[src/rtl/hyst_level_switch.sv]
// rtl/hyst_level_switch.sv - multi-level magnitude switch with programmable thresholds and hysteresis
//
// Ports:
//   clk          rising-edge clock
//   rst_n        asynchronous active-low reset
//   data_in      signed sample
//   data_en      sample valid
//   param_in     parameter value
//   param_addr   parameter select: T[0..N-1], V[0..N], H
//   param_en     parameter write strobe (wins over data_en)
//   data_out     V[level] for the last accepted sample
//   data_en_out  one-cycle valid for data_out
//   level_out    current level index
//   level_chg    pulses with data_en_out when the level changed
module hyst_level_switch #(
   parameter int MSB               = 31,
   parameter int NUM_THRESH        = 3,
   parameter int DEFAULT_TRIG_STEP = 'h10,
   parameter int DEFAULT_HYST      = 'h4,
   parameter int ADDR_W            = 8,
   localparam int LW               = $clog2(NUM_THRESH + 1)
) (
   input  logic                clk,
   input  logic                rst_n,
   input  logic signed [MSB:0] data_in,
   input  logic                data_en,
   input  logic [MSB:0]        param_in,
   input  logic [ADDR_W-1:0]   param_addr,
   input  logic                param_en,
   output logic [MSB:0]        data_out,
   output logic                data_en_out,
   output logic [LW-1:0]       level_out,
   output logic                level_chg
);

   localparam int DW = MSB + 1;
   localparam logic [LW-1:0] ONE = LW'(1);

   logic [MSB:0]   thr [NUM_THRESH];
   logic [MSB:0]   val [NUM_THRESH+1];
   logic [MSB:0]   hyst;

   logic [MSB:0]   mag;
   logic [MSB+1:0] mag_h;
   logic [LW-1:0]  r_cnt;
   logic [LW-1:0]  d_cnt;
   logic [LW-1:0]  nxt;
   logic [MSB:0]   nxt_val;
   logic           accept;

   assign accept = data_en && !param_en;

   always_comb begin
      // Negating the most-negative value wraps back to 2^MSB, which read
      // as unsigned is exactly the magnitude we want.
      mag   = data_in[MSB] ? $unsigned(-data_in) : $unsigned(data_in);
      // One extra bit so a large magnitude plus H cannot wrap.
      mag_h = {1'b0, mag} + {1'b0, hyst};
      r_cnt = '0;
      d_cnt = '0;
      // Counting (rather than searching) keeps the result well defined
      // even when thresholds are not programmed in ascending order.
      for (int i = 0; i < NUM_THRESH; i++) begin
         if (mag > thr[i])
            r_cnt = r_cnt + ONE;
         if (mag_h > {1'b0, thr[i]})
            d_cnt = d_cnt + ONE;
      end
      nxt = level_out;
      if (r_cnt > level_out)
         nxt = r_cnt;
      else if (d_cnt < level_out)
         nxt = d_cnt;
      nxt_val = '0;
      for (int k = 0; k <= NUM_THRESH; k++) begin
         if (nxt == LW'(k))
            nxt_val = val[k];
      end
   end

   always_ff @(posedge clk or negedge rst_n) begin
      if (!rst_n) begin
         for (int i = 0; i < NUM_THRESH; i++)
            thr[i] <= DW'(DEFAULT_TRIG_STEP * (i + 1));
         for (int k = 0; k <= NUM_THRESH; k++)
            val[k] <= DW'(k);
         hyst <= DW'(DEFAULT_HYST);
      end else if (param_en) begin
         // Unmapped addresses match no entry and fall through harmlessly.
         for (int i = 0; i < NUM_THRESH; i++)
            if (param_addr == ADDR_W'(i))
               thr[i] <= param_in;
         for (int k = 0; k <= NUM_THRESH; k++)
            if (param_addr == ADDR_W'(NUM_THRESH + k))
               val[k] <= param_in;
         if (param_addr == ADDR_W'(2 * NUM_THRESH + 1))
            hyst <= param_in;
      end
   end

   always_ff @(posedge clk or negedge rst_n) begin
      if (!rst_n) begin
         data_out    <= '0;
         data_en_out <= 1'b0;
         level_out   <= '0;
         level_chg   <= 1'b0;
      end else if (accept) begin
         data_out    <= nxt_val;
         data_en_out <= 1'b1;
         level_out   <= nxt;
         level_chg   <= (nxt != level_out);
      end else begin
         data_en_out <= 1'b0;
         level_chg   <= 1'b0;
      end
   end

endmodule

[config.mk]
export PLATFORM = sky130hd
export DESIGN_NAME = hyst_level_switch
export DESIGN_NICKNAME = d
export VERILOG_FILES = /design/src/rtl/hyst_level_switch.sv
export SDC_FILE = /design/constraint.sdc
export NUM_CORES = 1
export LEC_CHECK = 0
export CORE_MARGIN = 1.5
export CORE_UTILIZATION = 60
export CTS_BUF_LIST = sky130_fd_sc_hd__clkbuf_8 sky130_fd_sc_hd__clkbuf_16
export CTS_CLUSTER_SIZE = 40
export DETAILED_ROUTE_END_ITERATION = 8
export PLACE_DENSITY = 0.82
export RECOVER_POWER = 25
export SYNTH_ARGS = -nofsm -noshare
export SYNTH_HDL_FRONTEND = slang
export SYNTH_SLANG_ARGS = --single-unit
[constraint.sdc]
create_clock -name clk -period 9.7 [get_ports clk]
set_input_delay 1.94 -clock clk [delete_from_list [all_inputs] [get_ports clk]]
set_output_delay 1.94 -clock clk [all_outputs]
set_load 0.02 [all_outputs]
# After elaboration in Yosys (flattened, before gate mapping)
# Index checks and enable logic that the tools add are counted.
# Widths: inputs -> output; s select.
[totals]
ff_bits = 292
inputBits = 76
word_cells = 64
[op_classes]
n_addsub = 6
order_cmp = 8
n_eq_ne = 11
n_mux = 15
n_reduce_logical = 12
[ops]
columns = ["operator", "count"]
rows = [
  ["$mux 32", 5],
  ["$gt 33x32->1", 3],
  ["$gt 32x32->1", 3],
  ["$add 32x32->33", 1],
  ["$eq 8x3->1 const B", 4],
  ["$neg 32->32", 1],
  ["$eq 8x2->1 const B", 2],
  ["$reduce_and 2->1", 8],
  ["$mux 2", 6],
  ["$add 2x1->2 const B", 4],
  ["$eq 8x1->1 const B", 1],
  ["$logic_not 8->1", 1],
  ["$eq 2x2->1 const B", 2],
  ["$mux 1", 4],
  ["$eq 2x1->1 const B", 1],
  ["$gt 2x2->1", 1],
  ["$logic_not 2->1", 1],
  ["$lt 2x2->1", 1],
  ["$ne 2x2->1", 1],
  ["$logic_and 1x1->1", 1],
  ["$logic_not 1->1", 1],
]

# Logic depth before layout (Yosys ltp)
# Gate-level depths: netlist of the first run.
[depth]
ltp_word = 17
depth_mapped = 44
ltp_nobuf = 42

# Least setup slack after synthesis of the first run
# Ideal clock, no wire load.
[synth_path]
path_type = "input to register"
startpoint = "input data_in[0]"
endpoint = "register data_out[28]"
t_arrival_ns = 8.889
setup_slack_ns = 0.674
path_stages = 42
path_buffers = 2
path_cell_list = "inv_1 > ha_1 > nand2_1 > or3_1 > or2_2 > o41ai_1 > xnor2_1 > ha_1 > a21oi_1 > or2_2 > a31o_2 > a21boi_0 > o21a_1 > o21ai_0 > nand2b_1 > a21oi_1 > xnor2_1 > ha_1 > [... 6 more ...] > a2111oi_0 > o21ai_0 > a21oi_1 > o21ai_0 > ha_1 > inv_1 > mux2i_1 > ha_1 > nor2_1 > nor2_1 > nand2_1 > o41ai_1 > a211oi_2 > buf_6 > buf_8 > mux2_1 > o22ai_1 > a21oi_1"
[synth_via]
elab_chain_cells = 17
[synth_rtl]
columns = ["item", "line", "source"]
rows = [
  ["start: declaration", "25", "input logic signed [MSB:0] data_in,"],
  ["$neg 32->32", "56", "mag = data_in[MSB] ? $unsigned(-data_in) : $unsigned(data_in);"],
  ["$mux 32 *", "56", ""],
  ["$add 32x32->33", "58", "mag_h = {1'b0, mag} + {1'b0, hyst};"],
  ["$gt 33x32->1", "66", "if (mag_h > {1'b0, thr[i]})"],
  ["$mux 1", "66", ""],
  ["$add 2x1->2", "67", "d_cnt = d_cnt + ONE;"],
  ["$mux 2", "66", ""],
  ["$add 2x1->2", "67", ""],
  ["$mux 2", "66", ""],
  ["$lt 2x2->1", "72", "else if (d_cnt < level_out)"],
  ["$mux 2", "72", ""],
  ["$mux 2 *", "70", "if (r_cnt > level_out)"],
  ["$logic_not 2->1", "76", "if (nxt == LW'(k))"],
  ["$mux 32 (3 in series)", "76", ""],
  ["$mux 32 *", "76", ""],
  ["end signal: assignment", "108", "data_out <= nxt_val;"],
  ["end: declaration", "30", "output logic [MSB:0] data_out,"],
]
# Mark *: on every way between the ends. The rest lies on a longest branch, timed or not.
# A chain may end at the register's enable or synchronous reset.

# Worst setup path in the final report of the first run
[layout_path]
startpoint = "input data_in[0]"
endpoint = "register data_out[31]"
# Same word-level chain as after synthesis.

==> results.rst, run 1 <==
.. list-table::
   :header-rows: 1

   * - Metric
     - Value
   * - Fraction of layout cells with a size suffix above 1
     - 0.250
   * - Setup slack after placement
     - -554 ps
   * - Crit path launch type
     - input pin
   * - Worst-case headroom to the max-slew limit
     - -3.09
   * - Share of synthesized registers carrying an async set or reset
     - 1.00
   * - Worst Reg-to-Reg Cells
     - 39
   * - Residual antenna-violating net count after detailed routing
     - 0
   * - Worst clock skew
     - 12.2 ps
   * - Pin count of the biggest net entering global routing
     - approximately 180
   * - CTS tree
     - yes
   * - Number of CTS-inserted buffers
     - 31
   * - Maximum buffer depth of the clock tree
     - 3
   * - Maximum clock frequency
     - between 100 and 150 MHz
   * - Final critical-path share of the clock period
     - 0.981
   * - Largest delay contributor family on the critical path
     - simple AND/OR/NAND/NOR gates
   * - Endpoint of the most critical register-to-register path
     - data_out[31]
   * - Leading cell types in the layout, fill and taps excluded
     - dfrtp_1 (283), ha_1 (236), mux2_2 (192)
   * - Height of the chip
     - around 180 um
   * - CP Class
     - in2reg
   * - Highest ir drop seen on vdd
     - 0.000139 V
   * - Highest cell delay on the worst timing path
     - around 440 ps
   * - Worst setup path end
     - data_out[31]
   * - Power Density
     - between 150 and 200 mW/mm^2
   * - DRT Wirelength
     - approximately 57,000 um
   * - Gp weighted congestion
     - between 0.9 and 1
   * - Overall power consumption
     - approximately 0.0036 W
   * - Max-cap violation count
     - 1
   * - Worst-path maximum fanout
     - 11
   * - Number of primary I/O pins
     - roughly 110
   * - Mean area per synthesized cell
     - 10.4 um^2
   * - Wire length of the first global-routing pass
     - approximately 85,000 um
   * - Most common flop cell mapped by yosys
     - dfrtp_1
   * - Count of vias placed by the detailed router
     - 15,600
   * - Timing startpoint of the critical path
     - data_in[0]
   * - Total number of clock tree sinks
     - about 290
   * - Post-detailed-placement half-perimeter wirelength
     - 39,000 um
   * - Most common cell type on the critical path
     - ha_1
   * - Starting DRC count in detailed routing
     - approximately 1,400
   * - Core ar.
     - just over 0.03 mm^2
   * - Worst setup EP type
     - register
   * - Flop-to-flop setup slack
     - between 2000 and 3000 ps
   * - Unique masters post-synth
     - 67
   * - Violations in the final reports
     - max-capacitance violations, max-slew violations
   * - Clk_lat worst skew
     - ~580 ps
   * - Global-route total usage across every layer
     - 0.346
   * - Number of global-route vias before repair
     - about 16,000
   * - Post-layout minimum cycle time
     - ~9500 ps
   * - Critical path required time
     - slightly above 10,000 ps
   * - Count of yosys warnings during synthesis
     - 0
   * - Buffer cell driving the clock tree root
     - clkbuf_16
   * - Register clock-pin slew on the reported worst setup and hold paths
     - ~70 ps
   * - Post-cts hold buffer count
     - 0
   * - Number of diodes
     - 0
   * - Router iterations before antenna repair
     - 5
   * - Initial antenna violation count
     - 0
   * - Number of cell rows
     - 64
   * - Post-route DRC violation count
     - 0
   * - Standard cell with the maximum stage delay on the critical path
     - clkdlybuf4s50_1
   * - Endpoint arrival time on the critical path
     - around 10000 ps
   * - Proportion of synthesized chip area in sequential cells
     - 0.395
   * - Die Outline Area
     - 0.0319 mm^2
   * - Flop and latch count out of synthesis
     - 292
   * - Number of failing setup endpoints in the final timing report
     - 0
   * - Max Transition Viols Final
     - between 100 and 150
   * - Synthesized area
     - between 0.015 and 0.02 mm^2
   * - Most frequent standard cell in the layout excluding fill and tap cells
     - dfrtp_1
   * - Buffers and inverters on the worst path
     - 7
   * - Count of flip-flops with a built-in enable after synthesis
     - 0
   * - Vias per std cell
     - 6.30
   * - Final hold viol count
     - 0
   * - Starting Density
     - 0.607
   * - Total overflow reported by the global router
     - 0
   * - Leak pwr
     - 11.8 nW
   * - Worst hold slack across all endpoints
     - ~510 ps
   * - Setup tns final
     - 0 ps
   * - Wire per inst
     - about 23 um
   * - Startpoint of the most critical register-to-register path
     - hyst[0]
   * - Type of the worst min-delay path
     - reg2reg
   * - Layout net count
     - 2,372
   * - Quantity of I/O buffers inserted on ports
     - roughly 110
   * - Final worst-path setup slack
     - between 150 and 200 ps
   * - Syn nets
     - roughly 2,100
   * - Synthesized instance count
     - about 1,800
   * - X dimension of the die
     - approximately 180 um
   * - Status
     - finished with violations
   * - Level count of the clock H-tree
     - 1
   * - Slew at the pin with the worst max-slew slack
     - around 6100 ps
   * - Critical path depth
     - 42
   * - Layout overhead on the synthesized area
     - 23.8%
==> area by class of cell <==
type | count | area [um^2]
Inverter | 116 | 435
Timing Repair Buffer | 300 | 2690
Clock buffer | 38 | 872
Clock inverter | 18 | 244
Multi-Input combinational cell | 1316 | 10900
Fill cell | 2060 | 7580
Tap cell | 396 | 495
Sequential cell | 292 | 7320
==> worst min-delay path by stage <==
stage	end	depth (start not counted)	slack [ps]	start
after global routing	val[54]	1	510	val[54]
after global placement	val[90]	1	480	val[90]
after CTS	val[126]	1	510	val[126]
after floorplan	val[124]	1	470	val[124]
final	val[91]	1	510	val[91]
after detailed placement	val[67]	1	490	val[67]
==> synth_stat cells (40+ instances only) <==
library cell | number | area share
dfrtp_1 | 283 | 0.38
ha_1 | 238 | 0.16
mux2_2 | 192 | 0.12
o21ai_0 | 140 | 0.038
nand2_1 | 139 | 0.028
inv_1 | 115 | 0.023
a21oi_1 | 100 | 0.027
a21o_1 | 73 | 0.030
nor2_1 | 51 | 0.010
xnor2_1 | 50 | 0.024
nand4_1 | 45 | 0.015
clkbuf_1 | 40 | 0.0081
==> metal layers <==
metal,global-route usage,share of wire,up-vias
met5,0,0,-
met4,0.132,0.036,0
met3,0.0466,0.068,148
met2,0.563,0.47,698
met1,0.469,0.42,7705
li1,-,-,7039
==> through the flow <==
step / instances / cell area [um^2] / util
after floorplan: 1780 / 18500 / -
after global placement: 2400 / 21200 / 0.695
after detailed placement: 2400 / 21200 / 0.695
after CTS: 2458 / 22400 / 0.733
after global routing: 2476 / 22900 / 0.751
final: 2476 / 22900 / 0.751
==> state kept, by name, summed over array words and instances, names as in the netlist <==
register and count:
data_en_out 1, val 128, level_chg 1, thr 96, data_out 32, hyst 32
level_out 2
==> report_power, final <==
| part | switching [W] | total (W) | internal [W] |
|---|---|---|---|
| clock network | 0.000526 | 0.00130 | 0.000773 |
| logic | 0.000508 | 0.000936 | 0.000428 |
| registers | 0.0000479 | 0.00135 | 0.00130 |
==> cell families after synthesis <==
family	share of synthesized area
compound gates	0.148
xor+xnor	0.0260
fa+ha+maj	0.162
buf+inv	0.0380
flops	0.395
mux	0.138
simple gates	0.0930
==> timing repair <==
action	in CTS	in global routing
setup endpoints to repair	24	34
gates cloned	1	5
pin swaps	1	33
buffers inserted	1	13
gates resized for setup	2	75
Power figures use the tool's default switching activity.
==> inputs of run 2 (changes only) <==
--- a/config.mk
+++ b/config.mk
@@ -7,7 +7,7 @@
 export LEC_CHECK = 0
 export CORE_MARGIN = 1.5
 export CORE_UTILIZATION = 60
-export CTS_BUF_LIST = sky130_fd_sc_hd__clkbuf_8 sky130_fd_sc_hd__clkbuf_16
+export CTS_BUF_LIST = sky130_fd_sc_hd__clkbuf_8
 export CTS_CLUSTER_SIZE = 40
 export DETAILED_ROUTE_END_ITERATION = 8
 export PLACE_DENSITY = 0.82
==> results.rst, run 2 (synthesis gave the netlist of run 1 again) <==
.. list-table::
   :header-rows: 1

   * - Metric
     - Value
   * - Cells after DPL
     - 2,400 (unchanged)
   * - X dimension of the die
     - 179 um (unchanged)
   * - Clock share of power
     - 0.326 (-0.036)
   * - Slew at the pin with the worst max-slew slack
     - 6200 ps (+57.8 ps)
   * - Residual antenna-violating net count after detailed routing
     - 0 (unchanged)
   * - Count of vias placed by the detailed router
     - 15,500 (-0.80%)
   * - Worst setup EP type
     - register
   * - Max Transition Viols Final
     - 112 (unchanged)
   * - Wire length of the first global-routing pass
     - 84,200 um (-0.57%)
   * - Worst clock skew
     - 24.2 ps (+12.0 ps)
   * - Finished Layout Cells
     - 2,500 (+0.97%)
   * - Final hold viol count
     - 0 (unchanged)
   * - Total overflow reported by the global router
     - 0 (unchanged)
   * - Layout overhead on the synthesized area
     - 21.8%
   * - Layout net count
     - 2,386 (+0.59%)
   * - Global-route total usage across every layer
     - 0.345 (-0.000769)
   * - Wire per inst
     - 22.2 um (-3.4%)
   * - Part of the power in combinational logic
     - 0.270 (+0.009)
   * - Die Outline Area
     - 0.0319 mm^2 (unchanged)
   * - Worst-case headroom to the max-slew limit
     - -3.13 (-0.0386)
   * - Filler instances
     - 2,129 (+3.3%)
   * - Highest ir drop seen on vdd
     - 0.000152 V (+9.8%)
   * - Worst-path maximum fanout
     - 11 (unchanged)
   * - Quantity of I/O buffers inserted on ports
     - 111 (unchanged)
   * - Maximum clock frequency
     - 105 MHz (+0.19%)
   * - Max-cap violation count
     - 1 (unchanged)
   * - Buffer cell driving the clock tree root
     - clkbuf_8
   * - Psw
     - 0.00105 W (-3.2%)
   * - Buffers and inverters on the worst path
     - 6 (-1)
   * - Unrepaired setup endpoints after global routing
     - yes
   * - Area occupied by multi-input gates
     - 0.0107 mm^2 (-1.3%)
   * - Number of diodes
     - 0 (unchanged)
   * - Setup tns final
     - 0 ps (unchanged)
   * - Starting DRC count in detailed routing
     - 1,262 (-6.8%)
   * - Leading cell types in the layout, fill and taps excluded
     - dfrtp_1 (283), ha_1 (237), mux2_2 (192)
   * - Endpoint arrival time on the critical path
     - 9940 ps (-20 ps)
   * - Register clock-pin slew on the reported worst setup and hold paths
     - 70 ps (about the same)
   * - Critical path required time
     - 10,150 ps (about the same)
   * - Starting Density
     - 0.607 (unchanged)
   * - Standard cell with the maximum stage delay on the critical path
     - clkdlybuf4s50_1
   * - Largest delay contributor family on the critical path
     - compound AO/OA/AOI/OAI gates
   * - Number of cell rows
     - 64 (unchanged)
   * - Crit path launch type
     - input pin
   * - Cell internal power dissipation
     - 0.00229 W (-8.4%)
   * - Total number of clock tree sinks
     - 292 (unchanged)
   * - Net switching fraction of the power
     - 0.314 (+0.0117)
   * - Number of primary I/O pins
     - 112 (unchanged)
   * - Pin count of the biggest net entering global routing
     - 183 (unchanged)
   * - CP Class
     - in2reg
   * - Post-layout minimum cycle time
     - 9490 ps (-18.2 ps)
   * - Number of failing setup endpoints in the final timing report
     - 0 (unchanged)
   * - Fraction of layout cells with a size suffix above 1
     - 0.242 (-0.00712)
   * - Max reg flops
     - 128 (unchanged)
   * - Power Density
     - 148 mW/mm^2 (-5.3%)
   * - Maximum buffer depth of the clock tree
     - 3 (unchanged)
   * - Final critical-path share of the clock period
     - 0.979 (-0.00187)
   * - Violations in the final reports
     - max-capacitance violations, max-slew violations
   * - Gp weighted congestion
     - 0.992 (unchanged)
   * - Relative contribution of sequential cells to total power
     - 0.404 (+0.028)
   * - Number of global-route vias before repair
     - 16,000 (+1.3%)
   * - Post-route DRC violation count
     - 0 (unchanged)
   * - Type of the worst min-delay path
     - reg2reg
   * - Router iterations before antenna repair
     - 5 (unchanged)
   * - Number of CTS-inserted buffers
     - 49 (+58%)
   * - DRT Wirelength
     - 55,500 um (-2.5%)
   * - Leak pwr
     - 11.8 nW (-0.42%)
   * - Registers with the most flip-flops
     - val: 128 flops, thr: 96 flops
   * - Flop-to-flop setup slack
     - 2640 ps (+50 ps)
   * - Post-detailed-placement half-perimeter wirelength
     - 39,000 um (unchanged)
   * - Clk_lat worst skew
     - 580 ps (about the same)
   * - Initial antenna violation count
     - 3 (+3)
   * - Level count of the clock H-tree
     - 2 (+1)
   * - CTS tree
     - yes
   * - Core ar.
     - 0.0305 mm^2 (unchanged)
   * - Vias per std cell
     - 6.19 (-1.8%)
   * - Highest cell delay on the worst timing path
     - 440 ps (about the same)
   * - Height of the chip
     - 179 um (unchanged)
   * - Reg with most FFs
     - val
   * - Status
     - finished with violations
   * - Most frequent standard cell in the layout excluding fill and tap cells
     - dfrtp_1
   * - Sequential Area
     - 0.00732 mm^2 (unchanged)
[run 2: changes by cell type in the layout (fill, tap and decap cells not counted), sizes merged]
cell	delta
buf	-2
clkinv	+1
bufinv	-5
inv	+12
clkbuf	+23
clkinvlp	-5
[run 2: routing by layer]
metal,share of wire,up-vias,GRT usage
li1,-,7069,-
met1,0.42,7553,0.454
met2,0.46,690,0.555
met3,0.078,153,0.0668
met4,0.038,0,0.150
met5,0,-,0
[run 2: cell type report]
| type | instances | share of cell area |
|---|---|---|
| flip-flops and latches | 292 | 0.324 |
| clock buffers | 63 | 0.0384 |
| multi-input cells | 1316 | 0.476 |
| clock inverters | 21 | 0.00444 |
| well taps | 396 | 0.0220 |
| inverters | 116 | 0.0193 |
| repair buffers | 296 | 0.116 |
[run 2: power groups by stage]
stage / Sequential, W / Combinational (W) / Clock [W]
detailed placement: 0.00136 / 0.000821 / 0
global route: 0.00135 / 0.000979 / 0.00117
floorplan: 0.00137 / 0.000466 / 0
global placement: 0.00136 / 0.000793 / 0
finish: 0.00135 / 0.000902 / 0.00109
CTS: 0.00135 / 0.000831 / 0.00110
[run 2: worst paths after layout]
kind,endpoint,cells past startpoint,start
worst min register to register,val[126],1,val[126]
worst min-delay path,val[126],1,val[126]
worst max-delay path,data_out[1],45,data_in[0]
min in group asynchronous,thr[69],1,rst_n
max in group asynchronous,data_out[24],1,rst_n
worst max register to register,data_out[1],39,hyst[0]
[run 2: stage by stage]
step                      utilization  setup WS, ps  total power, W  hold WS (ps)  cell area [um^2]
final                           0.739           207         0.00334           505             22600
after global routing            0.739          -191         0.00350           512             22600
after CTS                       0.727          16.8         0.00328           503             22200
after detailed placement        0.695          -554         0.00219           490             21200
after global placement          0.695          -362         0.00215           481             21200
after floorplan                     -           674         0.00184           473             18500
[run 2: timing repair]
action                     in CTS  in global routing
setup endpoints to repair      17                 34
buffers inserted                0                 12
hold buffers                    0                  0
gates resized for setup         1                 51
pin swaps                       0                 17
cloned                          0                  4
==> inputs of run 3 (changes only) <==
--- a/config.mk
+++ b/config.mk
@@ -5,6 +5,7 @@
 export SDC_FILE = /design/constraint.sdc
 export NUM_CORES = 1
 export LEC_CHECK = 0
+export ABC_AREA = 0
 export CORE_MARGIN = 1.5
 export CORE_UTILIZATION = 60
 export CTS_BUF_LIST = sky130_fd_sc_hd__clkbuf_8
==> results of run 3 <==
No change in the layout: final DEF, timing and power equal those of run 2.
